==> config.mk <==
export PLATFORM = sky130hd
export DESIGN_NAME = fetch_queue
export DESIGN_NICKNAME = d
export VERILOG_FILES = /design/src/rtl/mips_pkg.sv /design/src/rtl/fq_fifo.sv /design/src/rtl/fetch_queue.sv
export SDC_FILE = /design/constraint.sdc
export NUM_CORES = 1
export LEC_CHECK = 0
export ABC_AREA = 1
export BUFFER_PORTS_ARGS = -buffer_cell sky130_fd_sc_hd__buf_2
export CELL_PAD_IN_SITES_DETAIL_PLACEMENT = 0
export CELL_PAD_IN_SITES_GLOBAL_PLACEMENT = 1
export CORE_ASPECT_RATIO = 1.4
export CORE_MARGIN = 3
export CORE_UTILIZATION = 35
export DETAILED_ROUTE_END_ITERATION = 10
export PLACE_DENSITY_LB_ADDON = 0.1
export SYNTH_ARGS = -nofsm -noshare
export SYNTH_HDL_FRONTEND = slang
export SYNTH_SLANG_ARGS = --single-unit
export TNS_END_PERCENT = 1
==> constraint.sdc <==
create_clock -name clk1 -period 10.2 [get_ports clk1]
set_input_delay 2.55 -clock clk1 [delete_from_list [all_inputs] [get_ports clk1]]
set_output_delay 2.55 -clock clk1 [all_outputs]
set_load 0.005 [all_outputs]
==> src/rtl/mips_pkg.sv <==
`default_nettype none
// ============================================================================
//  Module      : mips_pkg
//  Description : Shared definitions for the 5-stage MIPS pipeline: opcode
//                constants, instruction-type codes, the fetch-queue FSM state
//                encoding and a next-PC helper.
//  Revision    : 1.0 - initial release
// ============================================================================
package mips_pkg;

    // Opcodes (instruction bits [31:26])
    localparam logic [5:0] c_OP_ADD   = 6'b000000;
    localparam logic [5:0] c_OP_SUB   = 6'b000001;
    localparam logic [5:0] c_OP_AND   = 6'b000010;
    localparam logic [5:0] c_OP_OR    = 6'b000011;
    localparam logic [5:0] c_OP_SLT   = 6'b000100;
    localparam logic [5:0] c_OP_MUL   = 6'b000101;
    localparam logic [5:0] c_OP_LW    = 6'b001000;
    localparam logic [5:0] c_OP_SW    = 6'b001001;
    localparam logic [5:0] c_OP_ADDI  = 6'b001010;
    localparam logic [5:0] c_OP_SUBI  = 6'b001011;
    localparam logic [5:0] c_OP_SLTI  = 6'b001100;
    localparam logic [5:0] c_OP_BNEQZ = 6'b001101;
    localparam logic [5:0] c_OP_BEQZ  = 6'b001110;
    localparam logic [5:0] c_OP_HLT   = 6'b111111;

    // Instruction-type codes
    localparam logic [2:0] c_TYPE_RR_ALU = 3'd0;
    localparam logic [2:0] c_TYPE_RM_ALU = 3'd1;
    localparam logic [2:0] c_TYPE_LOAD   = 3'd2;
    localparam logic [2:0] c_TYPE_STORE  = 3'd3;
    localparam logic [2:0] c_TYPE_BRANCH = 3'd4;
    localparam logic [2:0] c_TYPE_HALT   = 3'd5;

    // Fetch-queue state machine encoding
    typedef enum logic [1:0] {
        FQ_IDLE   = 2'd0,
        FQ_WAIT   = 2'd1,
        FQ_DRAIN  = 2'd2,
        FQ_HALTED = 2'd3
    } fq_state_t;

    // Next-PC of a fetched word: zero-extended word address plus one, in 32 bits
    function automatic logic [31:0] fq_next_pc(input logic [31:0] addr);
        return addr + 32'd1;
    endfunction

endpackage : mips_pkg
`default_nettype wire

==> src/rtl/fq_fifo.sv <==
`default_nettype none
// ============================================================================
//  Module      : fq_fifo
//  Description : Synchronous DEPTH x WIDTH FIFO with flush. Head is read
//                combinationally. Storage is cleared on reset so the head
//                reads zero out of reset.
//  Ports       : clk1, rst (async, active-high)
//                push/wdata   - write an entry (caller guarantees not full)
//                pop          - advance head (ignored when empty)
//                flush        - empty the FIFO, wins over push/pop
//                rdata        - head entry
//                count/full/empty - occupancy status
//  Revision    : 1.0 - initial release
// ============================================================================
module fq_fifo
    import mips_pkg::*;
#(
    parameter int DEPTH = 4,
    parameter int WIDTH = 64
) (
    input  logic                     clk1,
    input  logic                     rst,
    input  logic                     push,
    input  logic [WIDTH-1:0]         wdata,
    input  logic                     pop,
    input  logic                     flush,
    output logic [WIDTH-1:0]         rdata,
    output logic [$clog2(DEPTH):0]   count,
    output logic                     full,
    output logic                     empty
);

    localparam int c_PW = $clog2(DEPTH);
    localparam int c_CW = c_PW + 1;

    logic [WIDTH-1:0] r_mem [DEPTH];
    logic [c_PW-1:0]  r_wr_ptr;
    logic [c_PW-1:0]  r_rd_ptr;
    logic [c_CW-1:0]  r_count;
    logic             w_do_push;
    logic             w_do_pop;

    assign empty     = (r_count == '0);
    assign full      = (r_count == c_CW'(DEPTH));
    assign count     = r_count;
    assign rdata     = r_mem[r_rd_ptr];
    assign w_do_push = push;
    assign w_do_pop  = pop & ~empty;

    always_ff @(posedge clk1 or posedge rst) begin
        if (rst) begin
            for (int i = 0; i < DEPTH; i++) begin
                r_mem[i] <= '0;
            end
            r_wr_ptr <= '0;
            r_rd_ptr <= '0;
            r_count  <= '0;
        end else if (flush) begin
            r_wr_ptr <= '0;
            r_rd_ptr <= '0;
            r_count  <= '0;
        end else begin
            if (w_do_push) begin
                r_mem[r_wr_ptr] <= wdata;
                r_wr_ptr        <= r_wr_ptr + c_PW'(1);
            end
            if (w_do_pop) begin
                r_rd_ptr <= r_rd_ptr + c_PW'(1);
            end
            case ({w_do_push, w_do_pop})
                2'b10:   r_count <= r_count + c_CW'(1);
                2'b01:   r_count <= r_count - c_CW'(1);
                default: r_count <= r_count;
            endcase
        end
    end

endmodule : fq_fifo
`default_nettype wire

==> src/rtl/fetch_queue.sv <==
`default_nettype none
// ============================================================================
//  Module      : fetch_queue
//  Description : Instruction fetch front end ahead of decode. Issues one
//                outstanding req/ack fetch at a time, buffers {IR, NPC} in a
//                small FIFO and hands the head to decode via valid/ready.
//                Taken-branch redirects flush and refetch; halt stops issue.
//  Ports       : clk1, rst (async, active-high)
//                imem_req/imem_addr/imem_ack/imem_rdata - memory handshake
//                redirect/redirect_pc - branch redirect
//                halt                 - level, suppress new requests
//                id_valid/id_ir/id_npc/id_ready - decode handshake
//                count                - FIFO occupancy
//  Revision    : 1.0 - initial release
// ============================================================================
module fetch_queue
    import mips_pkg::*;
#(
    parameter int DEPTH = 4,
    parameter int AW    = 10,
    parameter int DW    = 32
) (
    input  logic                   clk1,
    input  logic                   rst,
    output logic                   imem_req,
    output logic [AW-1:0]          imem_addr,
    input  logic                   imem_ack,
    input  logic [DW-1:0]          imem_rdata,
    input  logic                   redirect,
    input  logic [AW-1:0]          redirect_pc,
    input  logic                   halt,
    output logic                   id_valid,
    output logic [DW-1:0]          id_ir,
    output logic [31:0]            id_npc,
    input  logic                   id_ready,
    output logic [$clog2(DEPTH):0] count
);

    fq_state_t         r_state;
    fq_state_t         w_state_nxt;
    logic [AW-1:0]     r_pc;
    logic [AW-1:0]     w_pc_nxt;
    logic [AW-1:0]     r_addr;
    logic [AW-1:0]     w_addr_nxt;
    logic              w_push;
    logic              w_flush;
    logic              w_pop;
    logic              w_full;
    logic              w_empty;
    logic [DW+31:0]    w_wdata;
    logic [DW+31:0]    w_head;

    // Request is a pure function of state: it rises on the cycle after issue
    // and stays up through the ack cycle, so the address is stable throughout.
    assign imem_req  = (r_state == FQ_WAIT) || (r_state == FQ_DRAIN);
    assign imem_addr = r_addr;

    assign w_wdata  = {imem_rdata, fq_next_pc(32'(r_addr))};
    assign w_pop    = id_valid & id_ready;
    assign id_valid = ~w_empty;
    assign id_ir    = w_head[DW+31:32];
    assign id_npc   = w_head[31:0];

    always_ff @(posedge clk1 or posedge rst) begin
        if (rst) begin
            r_state <= FQ_IDLE;
            r_pc    <= '0;
            r_addr  <= '0;
        end else begin
            r_state <= w_state_nxt;
            r_pc    <= w_pc_nxt;
            r_addr  <= w_addr_nxt;
        end
    end

    always_comb begin
        w_state_nxt = r_state;
        w_pc_nxt    = r_pc;
        w_addr_nxt  = r_addr;
        w_push      = 1'b0;
        w_flush     = 1'b0;
        case (r_state)
            FQ_IDLE: begin
                if (redirect) begin
                    w_flush     = 1'b1;
                    w_pc_nxt    = redirect_pc;
                    w_state_nxt = halt ? FQ_HALTED : FQ_IDLE;
                end else if (halt) begin
                    w_state_nxt = FQ_HALTED;
                end else if (!w_full) begin
                    // Occupancy before any same-cycle pop decides issue, so a
                    // push can never find the FIFO full.
                    w_addr_nxt  = r_pc;
                    w_state_nxt = FQ_WAIT;
                end
            end
            FQ_WAIT: begin
                if (redirect) begin
                    w_flush     = 1'b1;
                    w_pc_nxt    = redirect_pc;
                    // Without an ack the request cannot be withdrawn; drain it.
                    w_state_nxt = imem_ack ? FQ_IDLE : FQ_DRAIN;
                end else if (imem_ack) begin
                    w_push      = 1'b1;
                    w_pc_nxt    = r_addr + AW'(1);
                    w_state_nxt = halt ? FQ_HALTED : FQ_IDLE;
                end
            end
            FQ_DRAIN: begin
                if (redirect) begin
                    w_flush  = 1'b1;
                    w_pc_nxt = redirect_pc;
                end
                if (imem_ack) begin
                    w_state_nxt = FQ_IDLE;
                end
            end
            FQ_HALTED: begin
                if (redirect) begin
                    w_flush  = 1'b1;
                    w_pc_nxt = redirect_pc;
                end
                w_state_nxt = halt ? FQ_HALTED : FQ_IDLE;
            end
            default: w_state_nxt = FQ_IDLE;
        endcase
    end

    fq_fifo #(
        .DEPTH (DEPTH),
        .WIDTH (DW + 32)
    ) u_fifo (
        .clk1  (clk1),
        .rst   (rst),
        .push  (w_push),
        .wdata (w_wdata),
        .pop   (w_pop),
        .flush (w_flush),
        .rdata (w_head),
        .count (count),
        .full  (w_full),
        .empty (w_empty)
    );

endmodule : fetch_queue
`default_nettype wire

* Yosys cells after proc, flatten, opt, wreduce, memory -nomap -nowiden *
Cells that the tools add are included.

operators by class
  bitwise logic cells = 9
  reductions and logical operators = 13
  equality and inequality tests = 10
  muxes and demuxes = 30
  $add $sub $neg = 6
  order comparisons = 3

operators by type and width
  kind                   count
  $bwmux 256             1
  $mux 64                3
  $bmux 64 s2            1
  $demux 64 s2           1
  $mux 10                3
  $mux 2                 12
  $pmux 10 s2            1
  $add 10x1->11 const B  1
  $add 10x1->10 const B  1
  $pmux 2 s4             1
  $eq 2x2->1 const B     3
  $ge 3x3->1 const B     2
  $not 2->3              2
  $pmux 3 s2             1
  $mux 1                 5
  $not 1->1              5
  $add 2x1->2 const B    2
  $eq 2x1->1 const B     2
  $ne 4x4->1 const B     1
  $reduce_and 2->1       2
  $reduce_and 4->1       1
  $reduce_bool 2->1      2
  $reduce_or 4->1        1
  $add 3x1->3 const B    1
  15 further kinds       16

word-level totals
  output and inout port bits = 79
  input port bits = 48
  logic and storage cells = 81
  bits in registers = 285

* Longest topological paths before layout *
  word-level depth = 7
  gate-level depth with buffers = 12
  depth with buffers taken out = 10

* Cells and area by module *
Synthesis repeated with hierarchy kept, for this count alone.

unflattened totals
  cell total of the unflattened synthesis = 1484
  area total of the unflattened synthesis = 12659.6 um^2

modules (own cells, without submodules)
  module       area an instance (um^2)  cells each  instances  seq. area each (um^2)
  fq_fifo      11322.1                  1312        1          6581.3
  fetch_queue  1337.5                   172         1          550.5

* Least setup slack after synthesis *
Ideal clock, no wire load.

  path kind = register to output
  from = register u_fifo.r_rd_ptr[0]
  to = output port id_ir[23]
  path slack = 6370 ps
  arrival time = 1280 ps
  data required time = 7650 ps
  cell stages (with the launch flop) = 6
  path buffers = 2
  cells stage by stage = dfrtp_1 > clkinv_1 > clkbuf_1 > clkbuf_1 > nor2_1 > o22ai_1

on the way
  longest elaborated chain between the ends = 4

RTL lines
  item                                         RTL line           source
  from (decl)                                  fq_fifo.sv:38      logic [c_PW-1:0] r_rd_ptr;
  from (signal assigned)                       fq_fifo.sv:68      r_rd_ptr <= r_rd_ptr + c_PW'(1);
  $not 2->3 (implied by the code)              fq_fifo.sv:46      assign rdata = r_mem[r_rd_ptr];
  $bmux 64 s2                                  fq_fifo.sv:46
  $mux 64 (implied by the code) (2 in series)  fq_fifo.sv:46
  to (decl)                                    fetch_queue.sv:33  output logic [DW-1:0] id_ir,

Every way passes these cells. The select of a mux whose other input is x is not followed.

* Final worst setup path *
  from = register u_fifo.r_rd_ptr[0]
  to = output port id_ir[30]

Same word-level chain as after synthesis.

==> flow_metrics.py <==
metrics = {
    "status": {
        "status": "completed",
    },
    "power": {
        "leakage_nw": 5.264,
        "powerDensity_nw_per_um2": 258.1,
        "ir_worst_vdd_v": 0.0001445,
    },
    "logic_synthesis": {
        "ys_ff_latch": 201,
        "avgSynthCellArea_um2": 8.748,
        "synth_cells": 1070,
        "synth_cell_type_count": 30,
        "yosys_warnings": 0,
        "syn_area_um2": 9360,
        "ys_seq_area_share_pct": 53.74,
    },
    "finish": {
        "fillCellCount": 2775,
        "final_util_pct": 40.12,
        "final_cell_mix": "o21ai_0, nand2_1, dfrtp_1",
        "drive_gt1_share_pct": 15.16,
        "layout.nets": 1198,
        "final_common_cell": "o21ai_0",
        "area_delta_synth_final_pct": 12.26,
    },
    "sta": {
        "rsz0062_at_grt": "false",
        "setup_viol": 0,
        "drv_slew": 0,
        "relSlewSlack_pct": 29.54,
        "hold_viol": 0,
        "timing.setup.tns_ns": 0,
        "period_needed_ns": 4.969,
        "skew_ns": 0.01082,
        "min_period_over_period_pct": 48.71,
        "timing.hold.ws_ns": 0.4732,
        "fmax_mhz": 201.3,
        "tightest_slew_ns": 1.057,
    },
    "detailed_routing": {
        "drt-total-wl_um": 23950,
        "drt_pass1_iterations": 4,
        "drt_iter0_drc": 299,
        "ant_nets": 0,
        "drc": 0,
        "vias_per_cell": 4.882,
        "vias": 7220,
        "wl_per_cell_um": 16.19,
    },
    "setup_path": {
        "crit_fanout": 66,
        "critPathKind": "register to primary output",
        "required_ns": 7.65,
        "cp-start-kind": "register",
        "cp.arrival_ns": 2.42,
        "end_kind": "primary output",
    },
    "clocking": {
        "cts_tree": "built",
        "clock-root-buffer": "clkbuf_16",
        "clk_latency_ns": 0.50,
        "post_cts_resized": 0,
        "post_cts_buffers": 0,
        "path_clk_slew_ns": 0.06,
        "cts_hold_buf": 0,
        "h-tree-depth": 1,
        "cts_buffer_depth": 3,
        "clock-sinks": 201,
        "numCtsBuffers": 23,
    },
    "floorplan": {
        "die_h_um": 199.5,
        "rows": 70,
        "chipWidth_um": 144.2,
        "dieArea_um2": 28770,
        "core-area_um2": 26190,
        "start_util_pct": 35.74,
        "top_level_ports": 127,
    },
    "place": {
        "io_buffers": 105,
        "place.gp.congestion": 0.7266,
        "dp_hpwl_um": 14120,
    },
    "hold_path": {
        "hold_class": "register to register",
    },
    "global_route": {
        "grt_remaining_overflow": 0,
        "grt_first_pass_wirelength_um": 39240,
        "grt_usage_pct": 16.79,
        "first_global_vias": 7343,
        "antenna_found_initial": 1,
        "grt_start_max_net_pins": 137,
    },
    "flow_run": {
        "maxCapViolations": 0,
    },
}
-- sequential cells by signal (all words and copies together) (netlist names) --
name / flops
r_pc: 10
u_fifo.count: 3
r_state: 2
u_fifo.r_mem: 172
u_fifo.r_wr_ptr: 2
u_fifo.r_rd_ptr: 2
imem_addr: 10
-- power breakdown --
group / switching [mW] / internal [mW]
Combinational: 0.511 / 0.334
Sequential: 0.121 / 0.987
Clock: 0.319 / 0.439
Total: 0.951 / 1.76
-- cell type report --
type / count / area, um2 / area share [%]
sequential: 201 / 5031 / 47.88
multi-input combinational: 727 / 3525 / 33.54
clock buffer: 37 / 658.1 / 6.263
timing repair buffer: 111 / 570.5 / 5.430
tap: 324 / 405.4 / 3.858
inverter: 74 / 295.3 / 2.810
clock inverter: 4 / 20.02 / 0.1905
antenna: 1 / 2.502 / 0.02382
-- Yosys cell counts (all sizes together) --
| library cell | instances | share of area [%] |
|---|---|---|
| nand2 | 231 | 9.8 |
| ha | 11 | 1.5 |
| xor2 | 4 | 0.37 |
| o22ai | 47 | 3.1 |
| clkinv | 2 | 0.080 |
| nand3 | 16 | 0.86 |
| nor2 | 103 | 4.1 |
| inv | 72 | 3.0 |
| o21bai | 2 | 0.16 |
| o221ai | 1 | 0.094 |
| o21ai | 274 | 16 |
| clkbuf | 41 | 1.7 |
| nand4 | 3 | 0.20 |
| buf | 47 | 4.7 |
| a21oi | 9 | 0.48 |
| fa | 1 | 0.21 |
| conb | 1 | 0.040 |
| dfrtp | 201 | 54 |
| xnor2 | 4 | 0.37 |
-- kinds of logic after synthesis --
kind of cell | share of synthesized area (%)
simple gates | 14.97
compound gates | 19.41
flops | 53.74
buf+inv | 9.410
fa+ha+maj | 1.684
xor+xnor | 0.7485
other cells | 0.04006
-- routing by layer --
metal,up-vias,share of wire (%),track usage [%]
met5,-,0,0
met4,0,1.7,3.560
met3,25,4.0,2.681
met2,106,50,29.82
met1,3468,44,21.60
li1,3621,-,-
-- stage by stage --
step / cell area [um2] / power (mW) / worst slack [ns] / cells
finish: 10510 / 2.712 / 5.231 / 1479
global route: 10510 / 2.940 / 5.020 / 1479
CTS: 10510 / 2.771 / 5.147 / 1478
detailed placement: 9827 / 1.993 / 5.688 / 1437
global placement: 9827 / 1.985 / 5.694 / 1437
floorplan: 9435 / 1.651 / 2.168 / 1090
-- worst max-delay path, cell delays in order, from the launching register on --
cell	delay, ns
dfrtp_2	0.40
inv_2	0.29
buf_4	0.64
o21ai_0	0.16
o22ai_1	0.24
buf_2	0.17
-- final timing paths --
kind	startpoint	endpoint	slack, ns	depth (start not counted)
worst min-delay path	u_fifo.r_mem[72]$_DFFE_PP0P_	u_fifo.r_mem[72]$_DFFE_PP0P_	0.47	2
worst max-delay path	u_fifo.r_rd_ptr[0]$_DFFE_PP0P_	id_ir[30]	5.23	5
worst max register to register	r_state[1]$_DFFE_PP0P_	u_fifo.r_mem[56]$_DFFE_PP0P_	7.92	8
worst min register to register	u_fifo.r_mem[72]$_DFFE_PP0P_	u_fifo.r_mem[72]$_DFFE_PP0P_	0.47	2
max in group asynchronous	rst	u_fifo.r_mem[179]$_DFFE_PP0P_	6.41	3
min in group asynchronous	rst	r_state[0]$_DFFE_PP0P_	2.17	2
Power figures use the tool's default switching activity.
